[src/rtl/ps2_pkg.sv]
`default_nettype none
// ============================================================================
//  Module      : ps2_pkg
//  Description : Shared PS/2 Set-2 scancode constants, filter state encoding
//                and status-byte classification. Used by the scancode filter
//                and by the game reader FSM.
//  Revision    : 1.0  initial release
// ============================================================================
package ps2_pkg;

  // Scancode filter states
  typedef enum logic [2:0] {
    S_IDLE   = 3'd0,
    S_EXT    = 3'd1,
    S_BRK    = 3'd2,
    S_EXTBRK = 3'd3,
    S_PAUSE  = 3'd4
  } ps2_state_t;

  localparam logic [7:0] PS2_EXT        = 8'hE0;
  localparam logic [7:0] PS2_BRK        = 8'hF0;
  localparam logic [7:0] PS2_PAUSE      = 8'hE1;
  localparam logic [7:0] PS2_ENTER      = 8'h5A;

  // Fake-shift codes the keyboard wraps around some extended keys
  localparam logic [7:0] PS2_FAKE_SHIFT_L = 8'h12;
  localparam logic [7:0] PS2_FAKE_SHIFT_R = 8'h59;

  // Controller/keyboard status and handshake bytes, never key codes
  localparam int          PS2_NUM_STATUS = 8;
  localparam logic [7:0]  PS2_STATUS_BYTES [PS2_NUM_STATUS] =
    '{8'h00, 8'hAA, 8'hEE, 8'hFA, 8'hFC, 8'hFD, 8'hFE, 8'hFF};

  // True when the byte is one of the status/handshake bytes
  function automatic logic is_status_byte(input logic [7:0] b);
    logic hit;
    hit = 1'b0;
    for (int i = 0; i < PS2_NUM_STATUS; i++) begin
      if (b == PS2_STATUS_BYTES[i]) hit = 1'b1;
    end
    return hit;
  endfunction

endpackage : ps2_pkg
`default_nettype wire

[src/rtl/key_fifo.sv]
`default_nettype none
// ============================================================================
//  Module      : key_fifo
//  Description : Parameterised first-word-fall-through FIFO. The head entry is
//                presented directly from storage; a push into a full FIFO is
//                accepted only when a pop happens in the same cycle.
//  Revision    : 1.0  initial release
// ============================================================================
module key_fifo #(
  parameter int DEPTH = 4,   // power of 2, at least 2
  parameter int WIDTH = 9
) (
  input  logic                       clk,
  input  logic                       reset,
  input  logic                       push_i,
  input  logic [WIDTH-1:0]           push_data_i,
  input  logic                       pop_i,
  output logic [WIDTH-1:0]           head_o,
  output logic                       valid_o,
  output logic                       full_o,
  output logic [$clog2(DEPTH):0]     count_o
);

  localparam int AW = $clog2(DEPTH);
  localparam int CW = AW + 1;

  logic [WIDTH-1:0] mem_q [DEPTH];
  logic [AW-1:0]    wr_ptr_q;
  logic [AW-1:0]    rd_ptr_q;
  logic [CW-1:0]    count_q;

  logic w_full;
  logic w_empty;
  logic w_do_push;
  logic w_do_pop;

  assign w_full    = (count_q == CW'(DEPTH));
  assign w_empty   = (count_q == '0);
  assign w_do_pop  = pop_i && !w_empty;
  // A full FIFO can still take a write when the head leaves in the same cycle
  assign w_do_push = push_i && (!w_full || w_do_pop);

  // Storage, pointers and occupancy; pointers wrap naturally at DEPTH
  always_ff @(posedge clk) begin
    if (reset) begin
      for (int i = 0; i < DEPTH; i++) mem_q[i] <= '0;
      wr_ptr_q <= '0;
      rd_ptr_q <= '0;
      count_q  <= '0;
    end else begin
      if (w_do_push) begin
        mem_q[wr_ptr_q] <= push_data_i;
        wr_ptr_q        <= wr_ptr_q + 1'b1;
      end
      if (w_do_pop) rd_ptr_q <= rd_ptr_q + 1'b1;
      case ({w_do_push, w_do_pop})
        2'b10:   count_q <= count_q + 1'b1;
        2'b01:   count_q <= count_q - 1'b1;
        default: count_q <= count_q;
      endcase
    end
  end

  assign head_o  = mem_q[rd_ptr_q];
  assign valid_o = !w_empty;
  assign full_o  = w_full;
  assign count_o = count_q;

endmodule : key_fifo
`default_nettype wire

[src/rtl/ps2_scancode_filter.sv]
`default_nettype none
// ============================================================================
//  Module      : ps2_scancode_filter
//  Description : Turns the raw PS/2 Set-2 byte stream into one make code per
//                physical keypress. Extended prefixes, break sequences, Pause
//                sequences, typematic repeats and status bytes are absorbed;
//                surviving make codes are queued in a FWFT key FIFO.
//  Revision    : 1.0  initial release
// ============================================================================
module ps2_scancode_filter
  import ps2_pkg::*;
#(
  parameter int FIFO_DEPTH = 4,
  parameter int PAUSE_TAIL = 7
) (
  input  logic                          clk,
  input  logic                          reset,
  input  logic [7:0]                    rx_data,
  input  logic                          rx_data_en,
  input  logic                          key_ready,
  output logic                          key_valid,
  output logic [7:0]                    key_code,
  output logic                          key_extended,
  output logic [$clog2(FIFO_DEPTH):0]   fifo_count,
  output logic                          overflow,
  output logic                          held_valid
);

  localparam int PCW = (PAUSE_TAIL > 1) ? $clog2(PAUSE_TAIL + 1) : 1;

  ps2_state_t       state_q;
  logic [7:0]       held_code_q;
  logic             held_ext_q;
  logic             held_valid_q;
  logic [PCW-1:0]   pause_cnt_q;
  logic             overflow_q;

  logic             w_make;
  logic             w_brk;
  logic             w_ext;
  logic             w_match;
  logic             w_push;
  logic             w_pop;
  logic             w_full;
  logic [8:0]       w_head;

  // Classify the current byte as a make or break event for the held-key logic
  always_comb begin
    w_make = 1'b0;
    w_brk  = 1'b0;
    w_ext  = 1'b0;
    if (rx_data_en) begin
      unique case (state_q)
        S_IDLE: begin
          if (rx_data != PS2_EXT && rx_data != PS2_BRK &&
              rx_data != PS2_PAUSE && !is_status_byte(rx_data)) begin
            w_make = 1'b1;
          end
        end
        S_EXT: begin
          w_ext = 1'b1;
          if (rx_data != PS2_BRK && rx_data != PS2_EXT &&
              rx_data != PS2_FAKE_SHIFT_L && rx_data != PS2_FAKE_SHIFT_R) begin
            w_make = 1'b1;
          end
        end
        S_BRK:    w_brk = 1'b1;
        S_EXTBRK: begin
          w_brk = 1'b1;
          w_ext = 1'b1;
        end
        default: ;
      endcase
    end
  end

  // Same key as the one still held means typematic repeat (make) or release (break)
  assign w_match = held_valid_q && (held_ext_q == w_ext) && (held_code_q == rx_data);
  assign w_push  = w_make && !w_match;
  assign w_pop   = key_valid && key_ready;

  // Protocol FSM, held-key tracker, pause counter and sticky overflow flag
  always_ff @(posedge clk) begin
    if (reset) begin
      state_q      <= S_IDLE;
      held_code_q  <= 8'h00;
      held_ext_q   <= 1'b0;
      held_valid_q <= 1'b0;
      pause_cnt_q  <= '0;
      overflow_q   <= 1'b0;
    end else begin
      if (rx_data_en) begin
        unique case (state_q)
          S_IDLE: begin
            if (rx_data == PS2_EXT) begin
              state_q <= S_EXT;
            end else if (rx_data == PS2_BRK) begin
              state_q <= S_BRK;
            end else if (rx_data == PS2_PAUSE) begin
              state_q     <= S_PAUSE;
              pause_cnt_q <= PCW'(PAUSE_TAIL);
            end
          end
          S_EXT: begin
            if (rx_data == PS2_BRK) begin
              state_q <= S_EXTBRK;
            end else if (rx_data != PS2_EXT) begin
              state_q <= S_IDLE;
            end
          end
          S_BRK, S_EXTBRK: state_q <= S_IDLE;
          S_PAUSE: begin
            if (pause_cnt_q <= PCW'(1)) begin
              pause_cnt_q <= '0;
              state_q     <= S_IDLE;
            end else begin
              pause_cnt_q <= pause_cnt_q - 1'b1;
            end
          end
          default: state_q <= S_IDLE;
        endcase
      end

      // The held key follows every new press, even when the FIFO drops it
      if (w_push) begin
        held_code_q  <= rx_data;
        held_ext_q   <= w_ext;
        held_valid_q <= 1'b1;
      end else if (w_brk && w_match) begin
        held_valid_q <= 1'b0;
      end

      if (w_push && w_full && !w_pop) overflow_q <= 1'b1;
    end
  end

  key_fifo #(
    .DEPTH (FIFO_DEPTH),
    .WIDTH (9)
  ) u_key_fifo (
    .clk         (clk),
    .reset       (reset),
    .push_i      (w_push),
    .push_data_i ({w_ext, rx_data}),
    .pop_i       (w_pop),
    .head_o      (w_head),
    .valid_o     (key_valid),
    .full_o      (w_full),
    .count_o     (fifo_count)
  );

  assign key_code     = w_head[7:0];
  assign key_extended = w_head[8];
  assign overflow     = overflow_q;
  assign held_valid   = held_valid_q;

endmodule : ps2_scancode_filter
`default_nettype wire

[config.mk]
export PLATFORM = sky130hd
export DESIGN_NAME = ps2_scancode_filter
export DESIGN_NICKNAME = d
export VERILOG_FILES = /design/src/rtl/ps2_pkg.sv /design/src/rtl/key_fifo.sv /design/src/rtl/ps2_scancode_filter.sv
export SDC_FILE = /design/constraint.sdc
export NUM_CORES = 1
export LEC_CHECK = 0
export CORE_MARGIN = 2
export CORE_UTILIZATION = 30
export DETAILED_ROUTE_END_ITERATION = 6
export SYNTH_ARGS = -nofsm -noshare
export SYNTH_HDL_FRONTEND = slang
export SYNTH_HIERARCHICAL = 1
export SYNTH_SLANG_ARGS = --single-unit
[constraint.sdc]
create_clock -name clk -period 3.4 [get_ports clk]
set_input_delay 0.85 -clock clk [delete_from_list [all_inputs] [get_ports clk]]
set_output_delay 0.85 -clock clk [all_outputs]
set_load 0.05 [all_outputs]
# ---- After elaboration in Yosys (flattened, before gate mapping)
# Memories as Yosys holds them, arrays and structs flattened. A register that Yosys moved wholly into a read port is not among the register bits.
# Index checks and enable logic that the tools add are counted.
dict set report op_classes {
  magnitude_cmp 1
  eq_ne 30
  add_sub_neg 5
  n_reduce_logical 31
  muxes 43
}
# op n
set ops {}
lappend ops {{8-bit == test (second input constant)} 10}
lappend ops {{3-bit 2-to-1 mux} 10}
lappend ops {{1-bit 2-to-1 mux} 25}
lappend ops {{8-bit != test (second input constant)} 3}
lappend ops {{1-bit logical AND} 14}
lappend ops {{3-bit one-hot mux with 2 select lines} 2}
lappend ops {{9-bit 2-to-1 mux} 1}
lappend ops {{3-bit one-hot mux with 3 select lines} 1}
lappend ops {{9-bit OR reduction} 1}
lappend ops {{8-bit == test} 1}
lappend ops {{8-bit zero test} 1}
lappend ops {{2-bit != test (second input constant)} 4}
lappend ops {{8-bit by 5-bit != test with 1-bit output (second input constant)} 1}
lappend ops {{8-bit by 7-bit != test with 1-bit output (second input constant)} 1}
lappend ops {{3-bit by 2-bit == test with 1-bit output (second input constant)} 2}
lappend ops {{3-bit == test (second input constant)} 2}
lappend ops {{3-bit zero test} 2}
lappend ops {{2-bit 2-to-1 mux} 3}
lappend ops {{2-bit nonzero test} 3}
lappend ops {{3-bit by 1-bit subtractor with 3-bit output (second input constant)} 2}
lappend ops {{1-bit zero test} 5}
lappend ops {{5-bit AND reduction} 1}
lappend ops {{2-bit by 1-bit adder with 2-bit output (second input constant)} 2}
lappend ops {{4-bit != test (second input constant)} 1}
lappend ops {{other kinds (11)} 12}
dict set report word_totals {
  mem_bits_rw 36
  register_bits 24
  memories 1
  inputBits 12
  word_cells 120
  output_inout_bits 15
}
# name depth word_bits rd rd_ports_with_merged_regs wr line
set memory_table {}
lappend memory_table {u_key_fifo.mem_q 4 9 1 1 4 key_fifo.sv:27} ;# logic [WIDTH-1:0] mem_q [DEPTH];

# ---- Longest topological paths before layout
dict set report depth {
  word_depth 23
  ltp_mapped 16
  depth_no_buf 14
}

# ---- Hierarchy
# The synthesis kept the hierarchy.
# mod area_per_inst_um2 instances seq_area_each_um2 cells_per_inst
set by_module_without_submodules {}
lappend by_module_without_submodules {key_fifo 2016.9 1 1261.2 138}
lappend by_module_without_submodules {ps2_scancode_filter 1183.6 1 340.3 135}

# ---- Least setup slack after synthesis
# Ideal clock, no wire load.
dict set report synth_path {
  kind {input-to-reg}
  start {input port rx_data[0]}
  end {register u_key_fifo.count_q[2], in the netlist u_key_fifo/count_o[2]}
  cell_stages 16
  setup_slack_ns -0.259
  setup_ns 0.071
  t_required_ns 3.329
  path_buffers 2
  arrival_ns 3.588
  cell_sequence {buf_4 -> xnor2_1 -> nand4_1 -> or4_4 -> and3_4 -> buf_6 -> nand2_4 -> inv_1 -> nor2b_1 -> inv_1 -> ha_1 -> inv_1 -> fa_1 -> xor2_1 -> or3_1 -> a21oi_1}
}
dict set report synth_between {
  elab_chain_len 20
  word_cells_on_any_way 42
  cone_classes {eq/ne: 15; mux: 15; reduce/logical: 12}
}
# element line
set synth_rtl {}
lappend synth_rtl {{start, declared} ps2_scancode_filter.sv:18} ;# input logic [7:0] rx_data,
lappend synth_rtl {{8-bit zero test} ps2_pkg.sv:39} ;# if (b == PS2_STATUS_BYTES[i]) hit = 1'b1;
lappend synth_rtl {{1-bit 2-to-1 mux (8 in a row)} ps2_pkg.sv:39}
lappend synth_rtl {{1-bit 2-to-1 mux} ps2_scancode_filter.sv:53} ;# unique case (state_q)
lappend synth_rtl {{1-bit 2-to-1 mux} ps2_scancode_filter.sv:52} ;# if (rx_data_en) begin
lappend synth_rtl {{1-bit zero test} ps2_scancode_filter.sv:56} ;# rx_data != PS2_PAUSE && !is_status_byte(rx_data)) begin
lappend synth_rtl {{1-bit logical AND} ps2_scancode_filter.sv:56}
lappend synth_rtl {{1-bit 2-to-1 mux} ps2_scancode_filter.sv:55} ;# if (rx_data != PS2_EXT && rx_data != PS2_BRK &&
lappend synth_rtl {{1-bit one-hot mux with 2 select lines} ps2_scancode_filter.sv:53}
lappend synth_rtl {{1-bit 2-to-1 mux} ps2_scancode_filter.sv:52}
lappend synth_rtl {{1-bit logical AND (*)} ps2_scancode_filter.sv:79} ;# assign w_push = w_make && !w_match;
lappend synth_rtl {{net w_push} ps2_scancode_filter.sv:42} ;# logic w_push;
lappend synth_rtl {{1-bit logical AND (*)} key_fifo.sv:41} ;# assign w_do_push = push_i && (!w_full || w_do_pop);
lappend synth_rtl {{2-bit by 1-bit == test with 1-bit output / 2-bit == test (equally long branches)} key_fifo.sv:56} ;# case ({w_do_push, w_do_pop})
lappend synth_rtl {{3-bit one-hot mux with 2 select lines / 2-bit nonzero test (equally long branches)} n/a}
lappend synth_rtl {{end signal, assigned} key_fifo.sv:57} ;# 2'b10: count_q <= count_q + 1'b1;
lappend synth_rtl {{end signal, assigned} key_fifo.sv:58} ;# 2'b01: count_q <= count_q - 1'b1;
lappend synth_rtl {{end signal, assigned} key_fifo.sv:59} ;# default: count_q <= count_q;
lappend synth_rtl {{end, declared} key_fifo.sv:30} ;# logic [CW-1:0] count_q;
# The timed path passes the listed nets; every way through them passes the cells marked *. The select of a mux whose other input is x is not followed.
# A chain may end at the register's enable or synchronous reset.

# ---- Worst setup path after layout
dict set report layout_path {
  start {input port rx_data[3]}
  end {register u_key_fifo.count_q[2], in the netlist u_key_fifo/count_o[2]}
}
# The elaborated chain is that of the path after synthesis.

==> run_results.csv <==
group,metric,value,unit
placement,post-dp-hpwl,5060,um
floorplanning,dieArea,11500,um2
clock_network,cts.path.max_buffers,2,
global_route,grt_pass1_vias,2221,
final_layout,final_net_count,338,
synth,dominantRegCellSynth,"edfxtp_1",
sta,fmax,304,MHz
clock_network,clk_pin_slew,0.07,ns
worst_hold_path,hold_depth,2,
placement,place.detailed.instances,446,
final_layout,drive_gt1_frac,0.287,
synth,synth_cell_types,59,
detailed_routing,routed_wl,6980,um
final_layout,final_cells,463,
final_layout,fillers,999,
synth,synth_compound_area_frac,0.112,
sta,min_period_over_period,0.968,
final_layout,area_growth,25.9,%
placement,gp_congestion,0.806,
clock_network,cts_tree,"built",
placement,io_buffers,26,
clock_network,cts_buffers,9,
global_route,grtUsageTotal,0.134,
worst_setup_path,critPathKind,"in -> reg",
synth,synth-edff-count,36,
global_route,grt_max_degree,17,
sta,relSlewSlack,0.409,
sta,final.min_clock_period,3.29,ns
worst_setup_path,reg2regPathDepth,14,
synth,synth-simple-area-share,0.217,
power,power_leakage,1.46,nW
synth,netlist_area,3200,um2
run_status,status,"finished, final reports clean",
sta,rsz0062_at_grt,"false",
floorplanning,die_x,107,um
synth,synth_top_family_by_area,"simple AND/OR/NAND/NOR gates",
final_layout,final_util,0.390,
detailed_routing,routed-via-count,2227,
detailed_routing,via_per_inst,4.81,
floorplanning,die_h,107,um
worst_setup_path,worstSetupEndpointType,"flop",
global_route,overflow,0,
detailed_routing,drtPass1Iterations,4,
worst_hold_path,hp-class,"reg -> reg",
detailed_routing,highest_layer,"met4",
clock_network,root_buffer,"clkbuf_8",
global_route,antenna_found_initial,0,
worst_setup_path,cp.arrival,3.56,ns
synth,ys_seq_area_frac,0.500,
power,power,2.11,mW
flow_run,drv_cap,0,
detailed_routing,drtAntennaViolNets,0,
sta,finalHoldViolations,0,
sta,setup_violations,0,
sta,fin_setup_tns,0,ns
clock_network,clock_latency,0.33,ns
sta,timing_worst_slew_pin_value,0.884,ns
detailed_routing,drc,0,
power,power_density,524,nW/um2
synth,synth_adder_area_share,0.0180,
synth,synth_xor_area_frac,0.0356,
clock_network,htreeDepth,3,
synth,ys_ff_latch,62,
synth,async_flop_share,0,
floorplanning,num_rows,37,
detailed_routing,route.met3.wl,282,um
detailed_routing,first_iter_violations,79,
worst_setup_path,cp-start-kind,"primary input",
global_route,grt_pass1_wl,11800,um
power,ir_worst_vdd,0.216,mV
synth,ys_warn_count,6,
clock_network,cts.sinks,62,
worst_setup_path,cp.required,3.66,ns
detailed_routing,wl_met2,3370,um
sta,maxSlewViolCount,0,
sta,fin_worst_skew,0.00944,ns
floorplanning,start_util,0.310,
floorplanning,coreArea,10300,um2
detailed_routing,wire_per_inst,15.1,um
synth,syn_inst,273,
final_layout,diodes,0,
worst_setup_path,path_max_fanout,3,
synth,syn_area_per_cell,11.7,um2
synth,synth.mux.area_fraction,0.0731,
floorplanning,io-pin-count,27,
synth,syn_nets,289,
detailed_routing,drt-met1-wl,3240,um
[logic make-up after synthesis]
family | after synthesis
AND/OR/NAND/NOR | 104
flip-flops | 62
AO/OA/AOI/OAI | 51
buffers and inverters | 27
XOR/XNOR | 13
multiplexers | 12
adder cells (fa/ha/maj) | 4
[power by group]
group,total [mW],switching [mW],internal (mW)
Sequential,0.902,0.0445,0.858
Clock,0.646,0.307,0.339
Combinational,0.564,0.331,0.233
Total,2.11,0.682,1.43
[Yosys cell counts, types with 2 or more instances]
cell / number / share of area
inv_1: 12 / 0.014
ha_1: 3 / 0.012
nand2b_1: 4 / 0.0078
a31o_2: 3 / 0.0082
xnor2_1: 10 / 0.027
mux4_2: 9 / 0.063
buf_6: 3 / 0.011
o211ai_1: 2 / 0.0047
nand2_1: 5 / 0.0059
o21ai_0: 16 / 0.025
nor2_1: 19 / 0.022
buf_4: 3 / 0.0070
xor2_1: 3 / 0.0082
and2_1: 36 / 0.070
or3_1: 3 / 0.0059
a21oi_2: 10 / 0.027
dfxtp_1: 26 / 0.16
nor2b_1: 2 / 0.0039
buf_2: 4 / 0.0063
nand3_2: 10 / 0.031
nor3b_1: 2 / 0.0047
mux2i_1: 2 / 0.0063
a21oi_1: 7 / 0.011
edfxtp_1: 36 / 0.34
nor4_1: 4 / 0.0078
nor4b_1: 2 / 0.0055
nand3_1: 2 / 0.0031
clkbuf_1: 4 / 0.0047
[stage by stage]
step / hold WS [ns] / cell area [um2] / worst slack, ns
finish: 0.495 / 4030 / 0.109
global route: 0.543 / 4030 / 0.00576
CTS: 0.499 / 4020 / 0.0731
detailed placement: 0.488 / 3810 / -0.518
global placement: 0.475 / 3810 / -0.490
floorplan: 0.462 / 3240 / -0.104
[area by class of cell]
type / instances / area (um2) / share of cell area
multi-input cells: 184 / 1500 / 0.373
repair buffers: 53 / 514 / 0.128
well taps: 136 / 170 / 0.0422
flip-flops and latches: 62 / 1600 / 0.397
clock inverters: 7 / 73.8 / 0.0183
clock buffers: 9 / 124 / 0.0307
inverters: 12 / 45.0 / 0.0112
[flip-flops by register name, indices dropped and copies added (netlist names), named ones only]
signal and count:
held_valid 1, pause_cnt_q 3, overflow 1, u_key_fifo/wr_ptr_q 2, u_key_fifo/count_o 3, u_key_fifo/mem_q 36, held_code_q 8, u_key_fifo/rd_ptr_q 2
held_ext_q 1, state_q 3
[placed cells by master, fill, tap and decap left out, drive strengths merged, types with 2 or more instances in the layout]
| cell type | n |
|---|---|
| nor4 | 4 |
| nand3b | 2 |
| nor4b | 4 |
| or3 | 3 |
| nand3 | 12 |
| nand2b | 4 |
| buf | 27 |
| o21ai | 16 |
| and2 | 36 |
| or4 | 2 |
| clkinvlp | 4 |
| a21oi | 17 |
| dlygate4sd2 | 9 |
| inv | 13 |
| a31o | 3 |
| edfxtp | 36 |
| xor2 | 3 |
| nor2b | 2 |
| mux4 | 9 |
| nor2 | 19 |
| clkbuf | 9 |
| nor3b | 2 |
| o211ai | 2 |
| dfxtp | 26 |
| and3 | 2 |
| nand2 | 6 |
| xnor2 | 10 |
| ha | 3 |
| o311ai | 2 |
| mux2i | 2 |
| clkdlybuf4s50 | 17 |
[metal layers]
metal | track usage | vias up
met5 | 0 | -
li1 | - | 1091
met2 | 0.220 | 44
met1 | 0.170 | 1082
met4 | 0.0473 | 0
met3 | 0.0345 | 10
[worst max-delay path: stages]
cell and delay, ns:
dlygate4sd2_1 0.26, xnor2_1 0.17, nand3_1 0.12, or4_4 0.54
and3_4 0.18, nand2_4 0.06, inv_2 0.03, nor2b_4 0.11
inv_1 0.07, ha_2 0.19, inv_2 0.04, fa_2 0.34
xor2_1 0.15, or3_1 0.31, a21oi_1 0.13
[final timing paths]
check                       from               endpoint  slack [ns]
setup / recovery      rx_data[3]  u_key_fifo/count_o[2]        0.11
hold / removal    pause_cnt_q[2]         pause_cnt_q[2]        0.50
setup reg to reg      state_q[2]  u_key_fifo/count_o[2]        0.42
hold reg to reg   pause_cnt_q[2]         pause_cnt_q[2]        0.50
[what timing repair did]
action,CTS,global route
hold buffers,0,0
setup buffers,0,1
pin swaps,1,2
resized for setup,12,1
endpoints found under the setup margin,2,1
No activity file was read; power rests on OpenSTA's default activity.
